==> config.mk <==
export PLATFORM = sky130hd
export DESIGN_NAME = sub_arbiter
export DESIGN_NICKNAME = d
export VERILOG_FILES = /design/src/rtl/sub_arbiter.sv
export SDC_FILE = /design/constraint.sdc
export NUM_CORES = 1
export LEC_CHECK = 0
export CELL_PAD_IN_SITES_DETAIL_PLACEMENT = 0
export CELL_PAD_IN_SITES_GLOBAL_PLACEMENT = 1
export CORE_MARGIN = 2
export CORE_UTILIZATION = 31
export CTS_CLUSTER_DIAMETER = 150
export DETAILED_ROUTE_END_ITERATION = 8
export PLACE_DENSITY_LB_ADDON = 0.05
export SLEW_MARGIN = 20
export SYNTH_ARGS = -nofsm -noshare
export SYNTH_HDL_FRONTEND = slang
export SYNTH_SLANG_ARGS = --single-unit
==> constraint.sdc <==
create_clock -name clock -period 2.6 [get_ports clock]
set_input_delay 0.39 -clock clock [delete_from_list [all_inputs] [get_ports clock]]
set_output_delay 0.39 -clock clock [all_outputs]
set_load 0.1 [all_outputs]
==> src/rtl/sub_arbiter.sv <==
// Two-requester round-robin controller for a shared one-cycle registered subtracter.
// Latches the winner's operands, pulses the subtracter enable once, captures the
// difference and returns it to the granted requester with a one-cycle done pulse.
module sub_arbiter #(
  parameter int unsigned DATA_W = 16
) (
  input  logic              clock,
  input  logic              reset,
  input  logic              req0,
  input  logic [DATA_W-1:0] a0,
  input  logic [DATA_W-1:0] b0,
  input  logic              req1,
  input  logic [DATA_W-1:0] a1,
  input  logic [DATA_W-1:0] b1,
  output logic              grant0,
  output logic              grant1,
  output logic              done0,
  output logic              done1,
  output logic [DATA_W-1:0] result,
  output logic              borrow,
  output logic              sub_enable,
  output logic [DATA_W-1:0] sub_op1,
  output logic [DATA_W-1:0] sub_op2,
  input  logic [DATA_W-1:0] sub_result
);

  typedef enum logic [1:0] {
    S_IDLE    = 2'd0,
    S_EXEC    = 2'd1,
    S_CAPTURE = 2'd2,
    S_RESP    = 2'd3
  } state_t;

  state_t            r_state;
  logic              r_sel;
  logic              r_last;
  logic              r_grant0;
  logic              r_grant1;
  logic              r_done0;
  logic              r_done1;
  logic [DATA_W-1:0] r_result;
  logic              r_borrow;
  logic              r_enable;
  logic [DATA_W-1:0] r_op1;
  logic [DATA_W-1:0] r_op2;

  logic              w_any;
  logic              w_sel;
  logic [DATA_W-1:0] w_a;
  logic [DATA_W-1:0] w_b;

  // Arbitration: a lone requester wins outright; on a tie the one not served last wins.
  assign w_any = req0 | req1;
  assign w_sel = (req0 && req1) ? ~r_last : ~req0;
  assign w_a   = w_sel ? a1 : a0;
  assign w_b   = w_sel ? b1 : b0;

  // Control FSM with registered outputs; reset drops everything, including the enable, at once.
  always_ff @(posedge clock or negedge reset) begin
    if (!reset) begin
      r_state  <= S_IDLE;
      r_sel    <= 1'b0;
      r_last   <= 1'b1;
      r_grant0 <= 1'b0;
      r_grant1 <= 1'b0;
      r_done0  <= 1'b0;
      r_done1  <= 1'b0;
      r_result <= '0;
      r_borrow <= 1'b0;
      r_enable <= 1'b0;
      r_op1    <= '0;
      r_op2    <= '0;
    end else begin
      case (r_state)
        S_IDLE: begin
          if (w_any) begin
            r_op1    <= w_a;
            r_op2    <= w_b;
            r_borrow <= (w_a < w_b);
            r_enable <= 1'b1;
            r_grant0 <= ~w_sel;
            r_grant1 <= w_sel;
            r_sel    <= w_sel;
            r_state  <= S_EXEC;
          end
        end
        S_EXEC: begin
          r_enable <= 1'b0;
          r_state  <= S_CAPTURE;
        end
        S_CAPTURE: begin
          r_result <= sub_result;
          r_done0  <= ~r_sel;
          r_done1  <= r_sel;
          r_state  <= S_RESP;
        end
        S_RESP: begin
          r_done0  <= 1'b0;
          r_done1  <= 1'b0;
          r_grant0 <= 1'b0;
          r_grant1 <= 1'b0;
          r_last   <= r_sel;
          r_state  <= S_IDLE;
        end
        default: r_state <= S_IDLE;
      endcase
    end
  end

  assign grant0     = r_grant0;
  assign grant1     = r_grant1;
  assign done0      = r_done0;
  assign done1      = r_done1;
  assign result     = r_result;
  assign borrow     = r_borrow;
  assign sub_enable = r_enable;
  assign sub_op1    = r_op1;
  assign sub_op2    = r_op2;

endmodule

# --- Word-level counts from Yosys, hierarchy flattened ---
# Index checks and enable logic that the tools add are counted.
totals:
  regBits: 58
  elab_cells: 43
  output_inout_bits: 54
op_classes:
  n_mux: 13
  n_reduce_logical: 8
  n_bitwise: 5
  eq_ne: 4
  magnitude_cmp: 1
op_table:
  columns: ["op", "n"]
  rows:
  - ["$mux W16", 2]
  - ["$lt A16 B16 Y1", 1]
  - ["$pmux W1 S2", 5]
  - ["$pmux W2 S4", 1]
  - ["$reduce_and A2 Y1", 3]
  - ["$reduce_bool A2 Y1", 3]
  - ["$eq A2 B2 Y1 const B", 2]
  - ["$mux W1", 4]
  - ["$not A1 Y1", 4]
  - ["$eq A2 B1 Y1 const B", 1]
  - ["$logic_not A2 Y1", 1]
  - ["$mux W2", 1]
  - ["$ne A2 B2 Y1 const B", 1]
  - ["$logic_and A1 B1 Y1", 1]
  - ["$or A1 B1 Y1", 1]

# --- Depth between registers and ports, before layout ---
# Gate-level depths: netlist (run 1).
logic_depth:
  depth_word: 5
  ltp_mapped: 11
  mapped_depth_nobuf: 9

# --- Worst setup path before layout (run 1) ---
# No wires, ideal clock.
synth_path:
  path_kind: "register to register"
  start: "reg r_last"
  end: "reg r_borrow (netlist: borrow)"
  required_time_ns: 2.512
  arrival_time_ns: 2.309
  setup_time_ns: 0.088
  path_slack_ns: 0.202
  n_path_buf: 1
  path_stages_with_launch: 11
  path_cell_list: "dfstp_2 nand2b_2 nand2_4 buf_6 mux2_4 ha_1 a21oi_1 a21oi_1 a2111oi_0 o31ai_1 a41oi_1"
synth_between:
  elab_chain_cells: 4
  elab_cells_between_ends: 5
  cone_classes: "1 x order compare; 3 x mux; 1 x bitwise"
synth_lines:
  columns: ["item", "line", "text"]
  rows:
  - ["start, declared", "36", "logic r_last;"]
  - ["start signal, assigned", "102", "r_last <= r_sel;"]
  - ["$not A1 Y1", "54", "assign w_sel = (req0 && req1) ? ~r_last : ~req0;"]
  - ["$mux W1", "54", null]
  - ["$mux W16", "55", "assign w_a = w_sel ? a1 : a0;"]
  - ["named net w_a[3]", "49", "logic [DATA_W-1:0] w_a;"]
  - ["$lt A16 B16 Y1", "79", "r_borrow <= (w_a < w_b);"]
  - ["end signal, assigned", "79", null]
  - ["end, declared", "42", "logic r_borrow;"]
# The timed path passes the listed nets, and every way through them passes these cells.
# A chain may end at the register's enable or synchronous reset.

# --- Final worst setup path (run 1) ---
layout_path:
  start: "in req1"
  end: "reg r_borrow (netlist: borrow)"
layout_between:
  elab_chain_cells: 4
  elab_cells_between_ends: 7
  cone_classes: "1 x order compare; 3 x mux; 1 x bitwise; 2 x reduce/logical"
layout_lines:
  columns: ["item", "line", "text"]
  rows:
  - ["start, declared", "12", "input logic req1,"]
  - ["$logic_and A1 B1 Y1", "54", null]
  - ["$mux W1", "54", null]
  - ["$mux W16", "55", null]
  - ["named net w_a[13]", "49", null]
  - ["$lt A16 B16 Y1", "79", null]
# The timed path passes the listed nets, and every way through them passes these cells.

==> results.md, run 1 <==
- The final RePlAce weighted congestion is 0.7302.
- The wire length reported by the detailed router is 7.424 mm.
- The number of design rule violations left after detail routing is 0.
- The clock buffer count from CTS is 9.
- STA classifies the critical path startpoint as an input pin.
- The number of sinks driven by the clock tree is 58.
- The count of nets left with antenna violations once routing finished came out at 0.
- The pin count of the biggest net entering global routing is 40.
- Sorting the synthesized cells by area gives the leading types as sky130_fd_sc_hd__dfrtp_1 (48%), sky130_fd_sc_hd__mux2_2 (14%), sky130_fd_sc_hd__ha_1 (8.4%).
- The die is 102.3 um wide.
- The portion of the clock cycle consumed by the worst path in the final layout is 0.9541.
- The number of warning messages in the yosys log is 0.
- The worst setup path is captured at a register.
- The synthesized instance count is 245.
- In this run the cell area of the synthesized design comes to 2994 um^2.
- TritonCTS built the clock tree.
- Setup violations remaining at the end of the flow were counted as 0.
- The overall global routing resource usage is 0.1436.
- The slew at the pin closest to its max-slew limit is 0.9216 ns.
- After detailed routing, the number of vias per cell comes to 4.377.
- The clock arrives with 0.009993 ns of skew.
- The number of top-level pins is 138.
- The final layout net count is 511.
- For met2 alone, demand over resource in global routing was 0.2262.
- The worst setup slack for register-to-register paths is 0.12 ns.
- Setup repair after global routing left no endpoint under its margin.
- After synthesis, the netlist uses 28 different library cells.
- In the final routed layout, each cell accounts on average for 13.72 um.
- The type of the tightest min-delay check is input pin to async pin.
- Setup total negative slack on the finished layout was measured at 0 ns.
- The initial core utilization is 0.3225.
- The root buffer cell is sky130_fd_sc_hd__clkbuf_8.
- The routing usage on met1 is 0.1868.
- The depth of the most critical reg-to-reg path is 10.
- The number of nets in the synthesized netlist is 349.
- The number of input and output port buffers inserted is 137.
- The floorplan step defined a die boundary enclosing 10460 um^2.
- The buffer depth of the longest clock path is 2.
- After the first detailed-routing iteration, the DRC count stood at 47.
- In this run, synthesis produced a sequential element count of 58.
- The routed layout has 2368 vias.
- The worst setup path is of the input pin to register kind.
- After floorplanning, the core was divided into 35 placement rows.
- Clock latency on the worst-skew pair, taken at its later pin, is 0.33 ns.
- The count of pins over their slew limit came to 0.
- The placed wire-length estimate is 5.941 mm.
- The area added between synthesis and finish is 60.80%.
- The register clock-pin slew on the reported worst setup and hold paths is 0.07 ns.
- After filler insertion, the fill cell instance count of the layout stands at 875.
- The proportion of synthesized chip area in sequential cells is 0.4852.
- The met3 track utilization from global routing is 0.03967.
- The number of H-tree branching levels is 3.
- The global route total overflow is 0.
- The flow ran to the end, and the final reports show no timing, DRC or antenna violations.
- The library cell occupying the most area in the post-synthesis netlist is sky130_fd_sc_hd__dfrtp_1.
- The mean instance size in the synthesized netlist is 12.22 um^2.
- Across the run, the number of max-cap violations was 0.
- Counting I/O delays and the setup requirement, the final critical path takes 2.481 ns.
- The number of global-route vias before repair is 2318.
- The detailed-routing iteration count for the pre-antenna-repair pass is 4.
- The total area inside the core boundary comes to 9284 um^2.
- Based on the critical path, the design can be clocked at up to 0.4031 GHz.
- The required arrival time at the worst endpoint is 2.84 ns.
- The number of buffers added to fix hold violations after cts is 0.
- 0 antenna diodes ended up in the layout.
- Of the cells placed in the final design, the portion with a size suffix greater than 1 is 0.3592.
- The count of endpoints failing hold in the final timing report was 0.
- The first global-routing pass estimated 11.50 mm of wire.
- In this run the most used layer during global routing was met2.
- The initial antenna violation count is 0.
- The y dimension of the die is 102.3 um.
- Along the worst path, the maximum fanout reaches 8.
- The worst relative slew slack is 0.3856.
- The data arrival time of the critical path is 2.72 ns.
- The area fraction of the dominant cell type after synthesis is 0.4764.
synthesized netlist by cell type:
master	n
sky130_fd_sc_hd__dfrtp_1	57
sky130_fd_sc_hd__mux2_2	37
sky130_fd_sc_hd__nand2_1	27
sky130_fd_sc_hd__o21ai_0	22
sky130_fd_sc_hd__mux2i_1	21
sky130_fd_sc_hd__ha_1	20
sky130_fd_sc_hd__mux2_4	10
sky130_fd_sc_hd__a21oi_1	8
sky130_fd_sc_hd__nor2_1	8
sky130_fd_sc_hd__inv_1	6
sky130_fd_sc_hd__buf_2	4
sky130_fd_sc_hd__a22o_1	3
sky130_fd_sc_hd__clkbuf_1	3
sky130_fd_sc_hd__a2111oi_0	2
sky130_fd_sc_hd__buf_6	2
sky130_fd_sc_hd__nand2b_1	2
sky130_fd_sc_hd__nand3_1	2
sky130_fd_sc_hd__a32o_1	1
sky130_fd_sc_hd__a41oi_1	1
sky130_fd_sc_hd__buf_8	1
sky130_fd_sc_hd__dfstp_2	1
sky130_fd_sc_hd__nand2_4	1
sky130_fd_sc_hd__nand2b_2	1
sky130_fd_sc_hd__nand4_1	1
sky130_fd_sc_hd__o21ai_1	1
sky130_fd_sc_hd__o21ai_2	1
sky130_fd_sc_hd__o31ai_1	1
sky130_fd_sc_hd__o32ai_1	1
through the flow:
stage          hold slack (ns)  utilization  instance area, um^2  setup WS, ns  instances
2_1_floorplan          0.09441            -                 2994        0.2024        245
3_3_place_gp            0.4635       0.4885                 4536       -0.3259        524
3_5_place_dp            0.4731       0.4885                 4536       -0.3882        524
4_1_cts                 0.2126       0.5158                 4788      0.005905        540
5_1_grt                 0.2539       0.5186                 4815      0.003128        541
6_report                0.1878       0.5186                 4815        0.1194        541
final cells by class:
| class | count | area, um^2 | share of cell area |
|---|---|---|---|
| flip-flops and latches | 58 | 1453 | 0.3017 |
| inverters | 6 | 22.52 | 0.004678 |
| clock buffers | 10 | 137.6 | 0.02859 |
| repair buffers | 161 | 1456 | 0.3025 |
| well taps | 129 | 161.4 | 0.03352 |
| multi-input cells | 171 | 1470 | 0.3054 |
| clock inverters | 6 | 113.9 | 0.02365 |
worst max-delay path, cell delays in order:
cell and delay [ns]:
sky130_fd_sc_hd__clkdlybuf4s50_1 0.49, sky130_fd_sc_hd__nand2b_2 0.09, sky130_fd_sc_hd__nand2_4 0.13, sky130_fd_sc_hd__buf_8 0.15
sky130_fd_sc_hd__mux2_2 0.35, sky130_fd_sc_hd__ha_1 0.29, sky130_fd_sc_hd__a21oi_1 0.15, sky130_fd_sc_hd__o21ai_0 0.11
sky130_fd_sc_hd__a2111oi_2 0.34, sky130_fd_sc_hd__a21oi_1 0.07, sky130_fd_sc_hd__a41oi_1 0.17
layer usage:
metal  share of wire  vias up
met4          0.0089        0
met1            0.46     1087
li1                -     1197
met5               0        -
met2            0.47       78
met3           0.065        6
state kept, by name, indices dropped and copies added, names as in the netlist:
register	count
borrow	1
done0	1
done1	1
grant0	1
grant1	1
r_last	1
r_sel	1
r_state	2
result	16
sub_enable	1
sub_op1	16
sub_op2	16
worst paths after layout:
path | start | end
max in group asynchronous | reset | sub_op1[15]$_DFFE_PN0P_
worst min-delay path | reset | result[10]$_DFFE_PN0P_
worst min register to register | sub_op2[13]$_DFFE_PN0P_ | sub_op2[13]$_DFFE_PN0P_
min in group clock | sub_op2[13]$_DFFE_PN0P_ | sub_op2[13]$_DFFE_PN0P_
worst max-delay path | req1 | borrow$_DFFE_PN0P_
worst max register to register | r_last$_DFFE_PN1P_ | borrow$_DFFE_PN0P_
logic make-up (layout without fill, tap and decap cells):
| logic type | after synthesis | after routing | share of synthesized area |
|---|---|---|---|
| compound gates | 41 | 41 | 0.08108 |
| fa+ha+maj | 20 | 20 | 0.08358 |
| buf+inv | 16 | 183 | 0.03050 |
| flops | 58 | 58 | 0.4852 |
| mux | 68 | 68 | 0.2595 |
| simple gates | 42 | 42 | 0.06018 |
what timing repair did:
action	in CTS	in global routing
gates resized for setup	1	6
pin swaps	1	2
cloned	0	0
setup endpoints to repair	1	1
buffers inserted	0	1
cell usage in the layout (no fill, tap or decap), types with 10 or more instances in the layout:
cell                               n
sky130_fd_sc_hd__buf_4            74
sky130_fd_sc_hd__clkbuf_8         10
sky130_fd_sc_hd__clkdlybuf4s50_1  82
sky130_fd_sc_hd__dfrtp_1          57
sky130_fd_sc_hd__ha_1             20
sky130_fd_sc_hd__mux2_2           37
sky130_fd_sc_hd__mux2_4           10
sky130_fd_sc_hd__mux2i_1          21
sky130_fd_sc_hd__nand2_1          27
sky130_fd_sc_hd__o21ai_0          21
Power of run 1 is not shown: default switching activity piles up to over one toggle a cycle in this logic, so the estimate is an artifact.
==> run 2, diff against run 1 <==
SETUP_SLACK_MARGIN = 0.3   (was default)
==> run 2 against run 1 <==
  * Cell count rose by 0.92%
  * Register-to-register slack about the same
  * Clock-buffer cell count grew 1
  * Worst hold slack got worse by 0.11 ns
  * Non-clock buffer count increased by 5
  * Critical path depth fell by 1
  * Fmax down 0.22%
==> results.md, run 2 (synthesis gave the netlist of run 1 again) <==
- The die outline area is 10460 um^2 (unchanged).
- Leaving out fill and tap cells, the most frequent cell in the layout is sky130_fd_sc_hd__clkdlybuf4s50_1.
- The chip width is 102.3 um (unchanged).
- The initial core utilization is 0.3225 (unchanged).
- The count of pins over their slew limit is 0 (unchanged).
- The number of antenna cells inserted is 0 (unchanged).
- The slew at the pin closest to its max-slew limit is 0.6710 ns (-0.2506 ns).
- The root buffer cell chosen for the clock tree is sky130_fd_sc_hd__clkbuf_8.
- The global route total overflow is 0 (unchanged).
- The number of top-level pins is 138 (unchanged).
- The initial antenna violation count is 0 (unchanged).
- The count of endpoints failing hold in the final timing report is 0 (unchanged).
- The post-detailed-route via-to-cell ratio came to 4.495 (+2.7%).
- The number of design rule violations left after detail routing is 0 (unchanged).
- The nature of the critical path startpoint is a register.
- The number of input and output port buffers inserted is 137 (unchanged).
- The layout cell share with drive strength beyond 1 is 0.4029 (+0.04365).
- The wire length per cell after detailed routing came to 14.63 um (+6.6%).
- The pin count of the biggest net entering global routing is 28 (-30%).
- The sort of element at the end of the critical path is a register.
- The overall global routing resource usage came to 0.1554 (+0.01185).
- Setup repair after global routing could not meet its margin everywhere.
- The total via count after detailed routing came to 2454 (+3.6%).
- The depth of the most critical reg-to-reg path came to 10 (unchanged).
- The worst setup slack after layout is 0.1139 ns (-0.005446 ns).
- The number of setup violations in the final report is 0 (unchanged).
- The library cells used most frequently in the layout, excluding fill and tap cells, are sky130_fd_sc_hd__clkdlybuf4s50_1 (81), sky130_fd_sc_hd__buf_4 (76), sky130_fd_sc_hd__dfrtp_1 (57), sky130_fd_sc_hd__mux2_2 (36), sky130_fd_sc_hd__nand2_1 (27).
- The count of max-cap constraint violations came to 0 (unchanged).
- The maximum fanout along the worst path is 5 (-3).
- The first-pass GRT wire length is 12.37 mm (+7.6%).
- The final clock skew is 0.01068 ns (+0.0006852 ns).
- The core region area came to 9284 um^2 (unchanged).
- The start of the worst register-to-register path is r_last$_DFFE_PN1P_.
- The y dimension of the die came to 102.3 um (unchanged).
- The number of global-route vias before repair is 2541 (+9.6%).
- The endpoint identified for the worst register-to-register timing path is borrow$_DFFE_PN0P_.
- The portion of the clock cycle consumed by the worst path in the final layout is 0.9562 (+0.002095).
- The wire length reported by the detailed router is 7.988 mm (+7.6%).
- The detailed-routing iteration count for the pre-antenna-repair pass is 4 (unchanged).
- The number of H-tree branching levels is 3 (unchanged).
- Relative to the synthesized area, the layout overhead comes to 66.11%.
- The final layout net count is 516 (+0.98%).
- The register clock-pin slew on the reported worst setup and hold paths came to 0.07 ns (about the same).
- The detailed router's first-iteration violation count is 26 (-45%).
- The number of buffers added to fix hold violations after cts is 0 (unchanged).
- The worst setup path is of the register to register kind.
- The buffer depth of the longest clock path is 2 (unchanged).
- The number of inserted filler cells in the final layout came to 835 (-4.6%).
- The final RePlAce weighted congestion is 0.6938 (-5.0%).
- The data arrival time of the critical path is 2.73 ns (about the same).
- The type of the tightest min-delay check is input pin to async pin.
- The run finished with clean final reports.
- The clock latency reported for the late side of the worst-skew pair was 0.34 ns (about the same).
- The required arrival time at the worst endpoint is 2.85 ns (about the same).
- The worst setup slack for register-to-register paths was 0.11 ns (about the same).
- The row count is 35 (unchanged).
- The remaining antenna violation count is 0 (unchanged).
- The most critical setup path has its startpoint at r_last$_DFFE_PN1P_.
- The area of the multi-input gates was 1640 um^2 (+12%).
- TritonCTS built the clock tree.
- The area taken by flip-flops and latches is 1453 um^2 (unchanged).
- The total negative slack for setup checks is 0 ns (unchanged).
- The minimum clock period is 2.486 ns (+0.005446 ns).
- The worst relative slew slack was 0.5526 (+0.1670).
- The number of sinks driven by the clock tree came to 58 (unchanged).
- The setup slack after placement is -0.3472 ns (+0.04103 ns).
- The clock buffer count from CTS is 9 (unchanged).
- The placed wire-length estimate was 6.095 mm (+2.6%).
- The maximum operating frequency is 0.4022 GHz (-0.22%).
## run 2: cell count changes in the layout (fill, tap and decap cells not counted), sizes merged
cell,delta
clkinv,+2
clkdlybuf4s50,-1
bufinv,-3
dlygate4sd2,+1
clkbuf,+1
buf,+5
## run 2: routing by layer
layer,global-route usage,vias up,share of wire
met5,0,-,0
met4,0.04000,0,0.0069
met1,0.1904,1161,0.43
li1,-,1211,-
met2,0.2637,78,0.51
met3,0.05198,4,0.059
## run 2: area by class of cell
| cell class | count | share of cell area |
|---|---|---|
| clock inverter | 5 | 0.006038 |
| tap | 129 | 0.03245 |
| clock buffer | 11 | 0.02843 |
| sequential | 58 | 0.2921 |
| multi-input combinational | 171 | 0.3298 |
| timing repair buffer | 166 | 0.3067 |
| inverter | 6 | 0.004528 |
## run 2: metrics by stage
step           hold slack (ns)  cells  instance area (um^2)  utilization
5_1_grt                 0.1262    546                  4974       0.5357
3_3_place_gp            0.4654    523                  4583       0.4937
6_report               0.08122    546                  4974       0.5357
2_1_floorplan          0.09441    245                  3040            -
3_5_place_dp            0.4642    523                  4583       0.4937
4_1_cts                0.09133    545                  4900       0.5278
## run 2: worst max-delay path by stage
| stage | endpoint | depth (start not counted) |
|---|---|---|
| 2_1_floorplan | borrow$_DFFE_PN0P_ | 10 |
| 3_3_place_gp | borrow$_DFFE_PN0P_ | 11 |
| 3_5_place_dp | borrow$_DFFE_PN0P_ | 11 |
| 4_1_cts | borrow$_DFFE_PN0P_ | 11 |
| 5_1_grt | borrow$_DFFE_PN0P_ | 11 |
| 6_report | borrow$_DFFE_PN0P_ | 10 |
## run 2: repair_timing
action / 4_1_cts / 5_1_grt
buffers inserted: 5 / 1
resized for setup: 17 / 10
pin swaps: 6 / 5
gates cloned: 1 / 0
setup endpoints to repair: 1 / 1
## run 2: worst max-delay path: stages (launching register included)
cell and delay, ns:
sky130_fd_sc_hd__dfstp_2 0.54, sky130_fd_sc_hd__nand2b_4 0.15, sky130_fd_sc_hd__nand2_8 0.09, sky130_fd_sc_hd__buf_16 0.16, sky130_fd_sc_hd__mux2_4 0.30, sky130_fd_sc_hd__ha_1 0.30, sky130_fd_sc_hd__nand4_1 0.14, sky130_fd_sc_hd__a21oi_2 0.07
sky130_fd_sc_hd__a2111oi_4 0.35, sky130_fd_sc_hd__o31ai_2 0.13, sky130_fd_sc_hd__a41oi_1 0.16
Power of run 2 is left out for the same reason.
==> run 3, diff against run 2 <==
CELL_PAD_IN_SITES_DETAIL_PLACEMENT = default   (was 0)
CELL_PAD_IN_SITES_GLOBAL_PLACEMENT = default   (was 1)
CORE_UTILIZATION = 42   (was 31)
==> run 3 against run 2 <==
  * Via count grew 0.61%
  * First-iteration DRC count grew 23%
  * Cell count shrank 7.5%
  * Clock-buffer cell count grew 2
  * Highest routed layer unchanged
  * Sequential cell count is the same
  * Die area shrank 25%
  * Register-to-register slack gained 0.07 ns
  * Clock skew shrank 0.0018 ns
==> results.md, run 3 (synthesis gave the netlist of run 1 again) <==
- The flow ran to the end, and the final reports show no timing, DRC or antenna violations.
- The number of antenna cells inserted is 0 (unchanged).
- Leaving out fill and tap cells, the most frequent cells in the layout are sky130_fd_sc_hd__clkdlybuf4s50_1 (81), sky130_fd_sc_hd__buf_4 (71), sky130_fd_sc_hd__dfrtp_1 (57), sky130_fd_sc_hd__mux2_2 (37), sky130_fd_sc_hd__nand2_1 (27).
- The number of top-level pins is 138 (unchanged).
- The number of setup violations in the final report is 0 (unchanged).
- The overall global routing resource usage is 0.2080 (+0.05264).
- The instance area at placement is 4492 um^2 (-2.0%).
- The register clock-pin slew on the reported worst setup and hold paths is 0.07 ns (about the same).
- The count of pins over their slew limit is 0 (unchanged).
- The number of input and output port buffers inserted is 137 (unchanged).
- The detailed router's first-iteration violation count came to 32 (+23%).
- The type of the tightest min-delay check is input pin to async pin.
- The number of sinks driven by the clock tree came to 58 (unchanged).
- The post-detailed-route via-to-cell ratio is 4.889 (+8.8%).
- The final layout net count was 509 (-1.4%).
- The data arrival time of the critical path is 2.66 ns (-0.07 ns).
- The worst setup slack after layout came to 0.1809 ns (+0.06693 ns).
- Setup repair after global routing could not meet its margin everywhere.
- The minimum clock period was 2.419 ns (-0.06693 ns).
- The remaining antenna violation count is 0 (unchanged).
- The number of inserted filler cells in the final layout is 533 (-36%).
- The category of the critical setup timing path is register to register.
- The root buffer cell is sky130_fd_sc_hd__clkbuf_8.
- The detailed-routing iteration count for the pre-antenna-repair pass is 4 (unchanged).
- The design area is 4945 um^2 (-0.58%).
- The total instance count after detailed placement is 485 (-7.3%).
- Relative to the synthesized area, the layout overhead comes to 65.15%.
- The final clock skew came to 0.008847 ns (-0.001832 ns).
- The area taken by flip-flops and latches was 1453 um^2 (unchanged).
- The largest individual stage delay along the critical path comes from the cell sky130_fd_sc_hd__dfstp_2.
- The wire length reported by the detailed router came to 7.837 mm (-1.9%).
- The area of the multi-input gates came to 1668 um^2 (+1.7%).
- The highest cell delay on the worst timing path is 0.54 ns (about the same).
- The slew at the pin closest to its max-slew limit is 0.8398 ns (+0.1687 ns).
- The number of design rule violations left after detail routing came to 0 (unchanged).
- The wire length per cell after detailed routing came to 15.52 um (+6.1%).
- TritonCTS built the clock tree.
- The setup slack after placement was -0.2795 ns (+0.06764 ns).
- The placed wire-length estimate came to 5.808 mm (-4.7%).
- The clock latency reported for the late side of the worst-skew pair is 0.34 ns (about the same).
- The row count came to 30 (-14%).
- Among the stages of the critical path, the cell type that occurs most often is sky130_fd_sc_hd__a21oi_1.
- The number of cells in the finished layout apart from fillers came to 505 (-7.5%).
- The number of buffers added to fix hold violations after cts is 0 (unchanged).
- The maximum fanout along the worst path is 7 (+2).
- The worst relative slew slack is 0.4402 (-0.1125).
- The start of the worst register-to-register path is r_last$_DFFE_PN1P_.
- The core utilization of the finished layout came to 0.7238 (+0.1881).
- The number of global-route vias before repair is 2609 (+2.7%).
- The first-pass GRT wire length was 12.22 mm (-1.2%).
- The total via count after detailed routing was 2469 (+0.61%).
- The required arrival time at the worst endpoint is 2.84 ns (about the same).
- The portion of the clock cycle consumed by the worst path in the final layout was 0.9304 (-0.02574).
- The maximum operating frequency is 0.4134 GHz (+2.8%).
- The pin count of the biggest net entering global routing came to 32 (+14%).
- The y dimension of the die is 88.43 um (-14%).
- The worst setup path is launched from a register.
- The number of H-tree branching levels is 3 (unchanged).
- The die outline area came to 7820 um^2 (-25%).
- The layout cell share with drive strength beyond 1 is 0.3961 (-0.006790).
- The count of endpoints failing hold in the final timing report is 0 (unchanged).
- The final RePlAce weighted congestion is 0.7554 (+8.9%).
- The chip width is 88.43 um (-14%).
- The sort of element at the end of the critical path is a register.
- The core region area is 6832 um^2 (-26%).
- The global route total overflow came to 0 (unchanged).
- The launching element of the worst setup path is r_last$_DFFE_PN1P_.
- The most common cell after layout, fill and taps aside is sky130_fd_sc_hd__clkdlybuf4s50_1.
- The buffer depth of the longest clock path is 2 (unchanged).
- Walking the worst path, the cells encountered are nand2b_4 > nand2_8 > buf_12 > mux2_4 > ha_4 > a21oi_1 > o21ai_1 > a2111oi_2 > a21oi_1 > a41oi_1.
- The clock buffer count from CTS is 9 (unchanged).
- The initial antenna violation count came to 0 (unchanged).
- The count of max-cap constraint violations was 0 (unchanged).
- The initial core utilization is 0.4383 (+0.1158).
[run 3: per-stage QoR]
| step | setup TNS (ns) | hold WS (ns) |
|---|---|---|
| global route | 0 | 0.1269 |
| detailed placement | -0.2795 | 0.4580 |
| CTS | 0 | 0.09132 |
| floorplan | 0 | 0.09441 |
| global placement | -0.2445 | 0.4601 |
| finish | 0 | 0.08085 |
[run 3: layer usage]
layer	up-vias	routed length, um	part of all wire	global-route usage
met3	10	507	0.065	0.06810
met2	78	4167	0.53	0.3780
met1	1184	3030	0.39	0.2250
li1	1197	-	-	-
met5	-	0	0	0
met4	0	132	0.017	0.07713
[run 3: final timing paths]
kind                                      endpoint  slack (ns)  cells past startpoint
max                             borrow$_DFFE_PN0P_        0.18                     10
min                         result[14]$_DFFE_PN0P_        0.08                      1
max reg2reg                     borrow$_DFFE_PN0P_        0.18                     10
min reg2reg                sub_op2[12]$_DFFE_PN0P_        0.48                      2
max in group asynchronous       r_last$_DFFE_PN1P_        1.85                      2
min in group clock         sub_op2[12]$_DFFE_PN0P_        0.48                      2
[run 3: what timing repair did]
item | in CTS | in global routing
endpoints found under the setup margin | 1 | 1
pin swaps | 9 | 3
cloned | 2 | 0
resized for setup | 21 | 8
buffers inserted | 3 | 0
endpoints found under the hold margin | 0 | 0
[run 3: worst max-delay path, delay by kind of cell, from the launching register on]
family	cells	cell delay [ns]
adder cells (fa/ha/maj)	1	0.24
AND/OR/NAND/NOR	2	0.25
flip-flops	1	0.54
AO/OA/AOI/OAI	5	0.81
buffers and inverters	1	0.16
multiplexers	1	0.32
[run 3: layout make-up]
| class | count | area share |
|---|---|---|
| clock buffer | 13 | 0.03416 |
| clock inverter | 2 | 0.007085 |
| inverter | 6 | 0.004555 |
| multi-input combinational | 171 | 0.3373 |
| sequential | 58 | 0.2938 |
| tap | 96 | 0.02429 |
| timing repair buffer | 159 | 0.2988 |
Power of run 3 is left out for the same reason.
